**config.mk**
```make
export PLATFORM = sky130hd
export DESIGN_NAME = rvm_operand_fetch
export DESIGN_NICKNAME = d
export VERILOG_FILES = /design/src/rtl/rvm_constants.sv /design/src/rtl/rvm_operand_fetch.sv
export SDC_FILE = /design/constraint.sdc
export NUM_CORES = 1
export LEC_CHECK = 0
export CORE_MARGIN = 2
export CORE_UTILIZATION = 60
export DETAILED_ROUTE_END_ITERATION = 8
export DONT_BUFFER_PORTS = 1
export PLACE_DENSITY = 0.79
export SYNTH_ARGS = -nofsm -noshare
export SYNTH_HDL_FRONTEND = slang
export SYNTH_SLANG_ARGS = --single-unit
```
**constraint.sdc**
```tcl
create_clock -name clk -period 4.5 [get_ports clk]
set_clock_uncertainty 0.2 [all_clocks]
set_input_delay 0.45 -clock clk [delete_from_list [all_inputs] [get_ports clk]]
set_output_delay 0.45 -clock clk [all_outputs]
set_load 0.005 [all_outputs]
```
**src/rtl/rvm_constants.sv**
```systemverilog
// Shared constants for the RVM execute path: bitwise op codes and the
// operand-fetch state encodings.
package rvm_constants;

  localparam logic [2:0] RVM_BITWISE_NOP = 3'b000;
  localparam logic [2:0] RVM_BITWISE_OR  = 3'b001;
  localparam logic [2:0] RVM_BITWISE_AND = 3'b010;
  localparam logic [2:0] RVM_BITWISE_XOR = 3'b011;

  typedef enum logic [2:0] {
    RVM_OPF_IDLE = 3'd0,
    RVM_OPF_RD1  = 3'd1,
    RVM_OPF_RD2  = 3'd2,
    RVM_OPF_CAP2 = 3'd3,
    RVM_OPF_OUT  = 3'd4
  } rvm_opf_state_e;

endpackage

```
**src/rtl/rvm_operand_fetch.sv**
```systemverilog
// Operand fetch: sequences rs1/rs2 reads through the single register file
// read port, substitutes the immediate, and presents registered operands.
module rvm_operand_fetch
  import rvm_constants::*;
#(
  parameter int XLEN = 32,
  parameter int RA_W = 5
) (
  input  logic            clk,
  input  logic            reset,
  input  logic            flush,
  input  logic            dec_valid,
  output logic            dec_ready,
  input  logic [RA_W-1:0] dec_rs1,
  input  logic [RA_W-1:0] dec_rs2,
  input  logic [XLEN-1:0] dec_imm,
  input  logic            dec_use_imm,
  input  logic [2:0]      dec_op,
  output logic            rf_rd_en,
  output logic [RA_W-1:0] rf_rd_addr,
  input  logic [XLEN-1:0] rf_rd_data,
  output logic            exe_valid,
  input  logic            exe_ready,
  output logic [XLEN-1:0] lhs,
  output logic [XLEN-1:0] rhs,
  output logic [2:0]      op
);

  rvm_opf_state_e  state_q, state_d;
  logic [RA_W-1:0] rs1_q, rs1_d, rs2_q, rs2_d;
  logic [XLEN-1:0] imm_q, imm_d;
  logic            use_imm_q, use_imm_d;
  logic [2:0]      op_cap_q, op_cap_d;
  logic [XLEN-1:0] lhs_q, lhs_d, rhs_q, rhs_d;
  logic            exe_valid_q, exe_valid_d;
  logic [2:0]      op_q, op_d;
  logic            rf_rd_en_q, rf_rd_en_d;
  logic [RA_W-1:0] rf_rd_addr_q, rf_rd_addr_d;

  // Next-state and next-output computation; read strobes are one-cycle pulses.
  always_comb begin
    state_d      = state_q;
    rs1_d        = rs1_q;
    rs2_d        = rs2_q;
    imm_d        = imm_q;
    use_imm_d    = use_imm_q;
    op_cap_d     = op_cap_q;
    lhs_d        = lhs_q;
    rhs_d        = rhs_q;
    exe_valid_d  = exe_valid_q;
    op_d         = op_q;
    rf_rd_en_d   = 1'b0;
    rf_rd_addr_d = {RA_W{1'b0}};
    case (state_q)
      RVM_OPF_IDLE: begin
        if (dec_valid) begin
          rs1_d        = dec_rs1;
          rs2_d        = dec_rs2;
          imm_d        = dec_imm;
          use_imm_d    = dec_use_imm;
          op_cap_d     = dec_op;
          rf_rd_en_d   = (dec_rs1 != {RA_W{1'b0}});
          rf_rd_addr_d = dec_rs1;
          state_d      = RVM_OPF_RD1;
        end else begin
          state_d = RVM_OPF_IDLE;
        end
      end
      RVM_OPF_RD1: begin
        if (!use_imm_q) begin
          rf_rd_en_d   = (rs2_q != {RA_W{1'b0}});
          rf_rd_addr_d = rs2_q;
        end else begin
          rf_rd_en_d   = 1'b0;
          rf_rd_addr_d = {RA_W{1'b0}};
        end
        state_d = RVM_OPF_RD2;
      end
      RVM_OPF_RD2: begin
        lhs_d = (rs1_q == {RA_W{1'b0}}) ? {XLEN{1'b0}} : rf_rd_data;
        if (use_imm_q) begin
          rhs_d       = imm_q;
          exe_valid_d = 1'b1;
          op_d        = op_cap_q;
          state_d     = RVM_OPF_OUT;
        end else begin
          state_d = RVM_OPF_CAP2;
        end
      end
      RVM_OPF_CAP2: begin
        rhs_d       = (rs2_q == {RA_W{1'b0}}) ? {XLEN{1'b0}} : rf_rd_data;
        exe_valid_d = 1'b1;
        op_d        = op_cap_q;
        state_d     = RVM_OPF_OUT;
      end
      RVM_OPF_OUT: begin
        if (exe_ready) begin
          exe_valid_d = 1'b0;
          op_d        = RVM_BITWISE_NOP;
          state_d     = RVM_OPF_IDLE;
        end else begin
          state_d = RVM_OPF_OUT;
        end
      end
      default: begin
        exe_valid_d = 1'b0;
        op_d        = RVM_BITWISE_NOP;
        state_d     = RVM_OPF_IDLE;
      end
    endcase
    // Flush discards the in-flight instruction and returns everything to reset values.
    if (flush) begin
      state_d      = RVM_OPF_IDLE;
      rs1_d        = {RA_W{1'b0}};
      rs2_d        = {RA_W{1'b0}};
      imm_d        = {XLEN{1'b0}};
      use_imm_d    = 1'b0;
      op_cap_d     = RVM_BITWISE_NOP;
      lhs_d        = {XLEN{1'b0}};
      rhs_d        = {XLEN{1'b0}};
      exe_valid_d  = 1'b0;
      op_d         = RVM_BITWISE_NOP;
      rf_rd_en_d   = 1'b0;
      rf_rd_addr_d = {RA_W{1'b0}};
    end else begin
      state_d = state_d;
    end
  end

  // State and operand registers.
  always_ff @(posedge clk or posedge reset) begin
    if (reset) begin
      state_q      <= RVM_OPF_IDLE;
      rs1_q        <= {RA_W{1'b0}};
      rs2_q        <= {RA_W{1'b0}};
      imm_q        <= {XLEN{1'b0}};
      use_imm_q    <= 1'b0;
      op_cap_q     <= RVM_BITWISE_NOP;
      lhs_q        <= {XLEN{1'b0}};
      rhs_q        <= {XLEN{1'b0}};
      exe_valid_q  <= 1'b0;
      op_q         <= RVM_BITWISE_NOP;
      rf_rd_en_q   <= 1'b0;
      rf_rd_addr_q <= {RA_W{1'b0}};
    end else begin
      state_q      <= state_d;
      rs1_q        <= rs1_d;
      rs2_q        <= rs2_d;
      imm_q        <= imm_d;
      use_imm_q    <= use_imm_d;
      op_cap_q     <= op_cap_d;
      lhs_q        <= lhs_d;
      rhs_q        <= rhs_d;
      exe_valid_q  <= exe_valid_d;
      op_q         <= op_d;
      rf_rd_en_q   <= rf_rd_en_d;
      rf_rd_addr_q <= rf_rd_addr_d;
    end
  end

  assign dec_ready  = (state_q == RVM_OPF_IDLE);
  assign rf_rd_en   = rf_rd_en_q;
  assign rf_rd_addr = rf_rd_addr_q;
  assign exe_valid  = exe_valid_q;
  assign lhs        = lhs_q;
  assign rhs        = rhs_q;
  assign op         = op_q;

endmodule

```
==> flow_summary.json, run 1 <==
{
  "unrepaired_setup_endpoints_after_global_routing": "no",
  "final_antenna_net_count": 0,
  "gp_routability_congestion": 0.880,
  "number_of_buffers_added_by_the_clock_tree_synthesis_step": 17,
  "synthesis.area_per_instance_um2": 12.6,
  "length_of_the_first_detailed_routing_pass_in_iterations": 5,
  "route.detailed.vias_per_inst": 6.68,
  "syn_area_mm2": 0.00492,
  "cts_sinks": 123,
  "yosys_most_used_dff": "dfrtp_1",
  "synth.yosys.seq_area_share_pct": 62.5,
  "synth_area_leader_cell": "dfrtp_1",
  "cpMaxStageDelayCell": "nand2_1",
  "status": "completed",
  "synthTopCellsByCount": "dfrtp_1, a22o_1, nand2_1",
  "min_period_ns": 2.60,
  "yosysWarnings": 0,
  "postSynthRegisterBits": 123,
  "fmax_ghz": 0.384,
  "worst_path_largest_cell_delay_ns": 0.75,
  "drive_above_1_share_pct": 10.5,
  "hpwlAfterDp_mm": 7.52,
  "route.detailed.wl_per_inst_um": 23.8,
  "detail_route.iter0.violations": 230,
  "critPathRequiredTime_ns": 4.68,
  "clkLatencyLatePin_ns": 0.51,
  "cp-startpoint": "state_q[2]$_DFF_PP0_",
  "antenna_violations_before_repair": 0,
  "cts_root_buffer": "clkbuf_8",
  "async_reset_ff_share_pct": 100,
  "yosysMostFrequentCell": "dfrtp_1",
  "wirelength_mm": 13.8,
  "crit_path_cell_trace": "nor2b_4, nand2_1, a32oi_1, o21ai_1",
  "number_of_h_tree_levels": 4,
  "number_of_antenna_repair_diodes": 0,
  "irDropWorstVdd_mv": 0.370,
  "slew_worst_pin_ns": 1.23,
  "num_vias": 3881,
  "initial_core_util_pct": 60.8,
  "route.detailed.drc": 0,
  "cts_repair_resize_count": 0,
  "whs_path_depth": 2,
  "hold_class": "input pin to register",
  "placementRows": 33,
  "design.die.area_mm2": 0.00894,
  "die_y_um": 94.6,
  "numPlacedInstances": 467,
  "setup_violations": 0,
  "cp_num_buf_inv": 0,
  "hold_path_startpoint": "flush",
  "power.density_mw_per_mm2": 454,
  "final_cells": 581,
  "final.fill_count": 465,
  "clkTransAtPathRegs_ns": 0.06,
  "cp-end-kind": "register",
  "cts_hold_buffers": 83,
  "cts_tree": "yes",
  "r2r_slack_ns": 1.90,
  "leakagePower_nw": 2.82,
  "share_of_the_synthesized_area_in_the_top_cell_type_pct": 62.5,
  "grtUsageTotal_pct": 32.5,
  "postCtsSetupRepairBufs": 0,
  "timing.critical_path.max_delay_family": "simple AND/OR/NAND/NOR gates",
  "report.final.slew_viol_count": 0,
  "first_global_vias": 4187,
  "critPathLaunchType": "register",
  "number_of_synthesized_flops_with_an_enable_pin": 0,
  "final_nets": 547,
  "synth.net_count": 474,
  "synth_top_cells_by_area": "dfrtp_1, a22o_1, a32oi_1",
  "die_width_um": 94.6,
  "r2r_cells": 4,
  "grt.overflow.total": 0,
  "syn-instance-count": 391,
  "max-clock-path-buffers": 2,
  "timing.slew.headroom_pct": 18.0,
  "grt_start_max_net_pins": 84,
  "setup_tns_ns": 0,
  "port_buffers": 0,
  "path_class": "register to register",
  "fp.coreArea_mm2": 0.00809,
  "finalCritPeriodShare_pct": 57.8,
  "final_number_of_hold_violating_endpoints": 0,
  "grt_first_pass_wirelength_mm": 21.6,
  "critical_path.reg2reg.startpoint": "state_q[2]$_DFF_PP0_",
  "areaGrowthSynthToFinish_pct": 28.7,
  "top_level_ports": 158,
  "number_of_max_cap_violations": 0,
  "min_to": "rf_rd_addr[3]$_DFF_PP0_",
  "worstPathMaxFanout": 32,
  "reg2reg_to": "rhs[19]$_DFFE_PP0P_",
  "synthDistinctLibCells": 31,
  "worst_ep_arrival_time_ns": 2.78
}
-- routing by layer --
metal,wire (um),global-route usage [%],part of all wire (%)
met3,1120,9.42,8.1
met5,0,0,0
met2,7120,52.9,51
met1,5260,40.2,38
met4,340,15.7,2.5
-- cell usage in the layout, fill, tap and decap left out, drive strengths merged, types with 2 or more instances in the layout --
master / netlist / layout
dlygate4sd3: 0 / 83
dfrtp: 123 / 123
bufinv: 0 / 3
a32oi: 32 / 32
a22o: 79 / 79
nor2: 7 / 7
clkbuf: 1 / 19
clkinvlp: 0 / 2
and2: 2 / 2
o21ai: 35 / 35
buf: 33 / 5
clkinv: 0 / 5
inv: 4 / 6
nand2: 44 / 44
or3: 2 / 2
nor3: 9 / 9
a22oi: 4 / 4
a21oi: 9 / 9
-- cells by family (layout without fill, tap and decap cells) --
family,count (synthesis),in the layout,synth area share (%)
DFF,123,123,62.5
AOI/OAI and AO/OA,161,161,25.3
and+or+nand+nor,69,69,7.24
buffers and inverters,38,123,4.88
-- per-stage QoR --
stage               cell area (um^2)  utilization [%]  setup slack, ns  hold WS [ns]  power [mW]
finish                          6340             78.3             1.90        0.0361        2.88
global route                    6340             78.3             1.77        0.0327        2.96
CTS                             6340             78.3             1.95        0.0141        2.86
detailed placement              4900             60.5             1.97         0.286        1.41
global placement                4900             60.5             2.16         0.278        1.40
floorplan                       4920                -            0.579         0.264        1.37
-- how the worst max path moves through the flow --
stage	endpoint	slack (ns)	depth (start not counted)
2_1_floorplan	exe_valid$_DFFE_PP0P_	0.58	1
3_3_place_gp	rhs[16]$_DFFE_PP0P_	2.16	4
3_5_place_dp	rhs[17]$_DFFE_PP0P_	1.97	4
4_1_cts	rhs[17]$_DFFE_PP0P_	1.95	4
5_1_grt	rhs[17]$_DFFE_PP0P_	1.77	4
6_report	rhs[19]$_DFFE_PP0P_	1.90	4
-- state kept, by name, indices dropped and copies added (netlist names) --
| signal | count |
|---|---|
| op_cap_q | 3 |
| rs1_q | 5 |
| rs2_q | 5 |
| rf_rd_addr | 5 |
| state_q | 3 |
| exe_valid | 1 |
| imm_q | 32 |
| use_imm_q | 1 |
| rf_rd_en | 1 |
| rhs | 32 |
| lhs | 32 |
| op | 3 |
-- power breakdown --
part	switching, mW	total [mW]	internal, mW
Clock	0.528	1.41	0.878
Combinational	0.149	0.259	0.110
Sequential	0.0478	1.21	1.16
Total	0.725	2.88	2.15
-- area by class of cell --
type	count	area [um^2]	area share, %
Multi-Input combinational cell	230	1640	25.8
Timing Repair Buffer	88	868	13.7
Tap cell	105	131	2.07
Inverter	4	17.5	0.276
Sequential cell	123	3080	48.6
Clock buffer	19	442	6.97
Clock inverter	12	165	2.61
(Power assumes the default switching activity.)
==> inputs of run 2 (changes only) <==
==> constraint.sdc (replaced) <==
create_clock -name clk -period 2.7 [get_ports clk]
set_clock_uncertainty 0.2 [all_clocks]
set_input_delay 0.27 -clock clk [delete_from_list [all_inputs] [get_ports clk]]
set_output_delay 0.27 -clock clk [all_outputs]
set_load 0.005 [all_outputs]
==> run 2 against run 1 <==
  * Wire length shrank 0.26%
  * Total power grew 63%
  * Clock power is 57% higher
  * Combinational power is 71% higher
==> flow_summary.json, run 2 (synthesized netlist as in run 1, its figures left out) <==
{
  "status": "completed",
  "slew_worst_pin_ns": 0.839,
  "critPathLaunchType": "register",
  "layout.core_utilization_pct": 78.8,
  "fp.coreArea_mm2": 0.00809,
  "leakagePower_nw": 2.84,
  "final_number_of_hold_violating_endpoints": 0,
  "leading_cell_type_in_the_layout_fill_and_taps_excluded": "dfrtp_1",
  "cts_tree": "yes",
  "route.detailed.drc": 0,
  "hold_path_startpoint": "dec_valid",
  "cpMaxStageDelayCell": "dfrtp_1",
  "route.detailed.wl_per_inst_um": 23.5,
  "r2r_slack_ns": 0.17,
  "whs_path_depth": 3,
  "unrepaired_setup_endpoints_after_global_routing": "no",
  "grt_first_pass_wirelength_mm": 21.5,
  "hold_class": "input pin to register",
  "finalCritPeriodShare_pct": 93.8,
  "final_cells": 588,
  "fmax_ghz": 0.395,
  "final.hold.worst_slack_ns": 0.0241,
  "initial_core_util_pct": 60.8,
  "critical_path.reg2reg.startpoint": "state_q[2]$_DFF_PP0_",
  "r2r_cells": 5,
  "hpwlAfterDp_mm": 7.70,
  "clkLatencyLatePin_ns": 0.52,
  "min_to": "rf_rd_en$_DFF_PP0_",
  "cts_root_buffer": "clkbuf_8",
  "number_of_buffers_added_by_the_clock_tree_synthesis_step": 17,
  "placementRows": 33,
  "die_y_um": 94.6,
  "grt.overflow.total": 0,
  "wirelength_mm": 13.8,
  "route.detailed.vias_per_inst": 6.65,
  "critPathRequiredTime_ns": 2.96,
  "postCtsSetupRepairBufs": 0,
  "number_of_antenna_repair_diodes": 0,
  "min_period_ns": 2.53,
  "final.fill_count": 480,
  "irDropWorstVdd_mv": 0.504,
  "setup_tns_ns": 0,
  "path_class": "register to register",
  "report.final.slew_viol_count": 0,
  "dpl_cell_area_mm2": 0.00496,
  "timing.final.ws_setup_ns": 0.166,
  "drive_above_1_share_pct": 11.6,
  "preCtsSetupSlack_ns": 0.413,
  "num_vias": 3911,
  "first_global_vias": 4088,
  "max-clock-path-buffers": 2,
  "number_of_h_tree_levels": 4,
  "detail_route.iter0.violations": 221,
  "areaGrowthSynthToFinish_pct": 29.6,
  "gp_routability_congestion": 0.838,
  "antenna_violations_before_repair": 0,
  "setup_violations": 0,
  "worst_path_largest_cell_delay_ns": 0.59,
  "timing.slew.headroom_pct": 44.1,
  "final_antenna_net_count": 0,
  "clkTransAtPathRegs_ns": 0.06,
  "cp-end-kind": "register",
  "numPlacedInstances": 472,
  "length_of_the_first_detailed_routing_pass_in_iterations": 5,
  "top_level_ports": 158,
  "worst_ep_arrival_time_ns": 2.79,
  "grt_start_max_net_pins": 124,
  "design_power_total_mw": 4.68,
  "mostFrequentLayoutCells": "dfrtp_1, dlygate4sd3_1, a22o_1",
  "power.density_mw_per_mm2": 735,
  "cp-startpoint": "state_q[2]$_DFF_PP0_",
  "reg2reg_to": "rs1_q[3]$_DFFE_PP0P_",
  "number_of_max_cap_violations": 0,
  "worstPathMaxFanout": 11,
  "crit_path_cell_trace": "nor3_2, and2_1, nand2_1, a21oi_1, dlygate4sd3_1",
  "cts_repair_resize_count": 0,
  "grtUsageTotal_pct": 32.3,
  "port_buffers": 0,
  "die_width_um": 94.6,
  "design.die.area_mm2": 0.00894,
  "cts_sinks": 123,
  "cts_hold_buffers": 84,
  "post-route-cell-area_mm2": 0.00638,
  "final_nets": 553
}
## run 2: cell count changes in the layout (fill, tap and decap cells not counted), sizes merged
cell,change
buf,+5
clkbuf,-2
clkinvlp,+1
dlygate4sd3,+1
clkinv,+1
inv,+2
bufinv,-1
## run 2: final cells by class
| class | count | area (um^2) | area share, % |
|---|---|---|---|
| Sequential cell | 123 | 3080 | 48.3 |
| Multi-Input combinational cell | 230 | 1630 | 25.5 |
| Timing Repair Buffer | 94 | 941 | 14.8 |
| Clock buffer | 17 | 414 | 6.49 |
| Clock inverter | 15 | 166 | 2.61 |
| Tap cell | 105 | 131 | 2.06 |
| Inverter | 4 | 18.8 | 0.294 |
## run 2: worst max path at each step
stage	end	depth (start not counted)	slack [ns]
5_1_grt	rs1_q[3]$_DFFE_PP0P_	5	0.04
2_1_floorplan	exe_valid$_DFFE_PP0P_	1	0.72
6_report	rs1_q[3]$_DFFE_PP0P_	5	0.17
3_5_place_dp	rhs[29]$_DFFE_PP0P_	5	0.41
4_1_cts	rs1_q[0]$_DFFE_PP0P_	5	0.19
3_3_place_gp	rhs[27]$_DFFE_PP0P_	5	0.48
## run 2: power breakdown
part           leakage, nW  total [mW]  switching, mW  internal (mW)
registers             1.69        2.02         0.0810           1.94
logic                0.874       0.444          0.250          0.194
clock network        0.281        2.22          0.891           1.33
## run 2: worst max-delay path, delay by kind of cell, from the launching register on
kind                   cells  cell delay [ns]
AND/OR/NAND/NOR            3             0.98
flip-flops                 1             0.59
buffers and inverters      1             0.56
AO/OA/AOI/OAI              1             0.14
## run 2: layer usage
| layer | up-vias | global-route usage (%) | routed length (um) |
|---|---|---|---|
| met5 | - | 0 | 0 |
| met4 | 0 | 12.8 | 328 |
| met3 | 36 | 11.7 | 1250 |
| met2 | 244 | 52.7 | 7000 |
| met1 | 1981 | 39.5 | 5220 |
| li1 | 1650 | - | - |
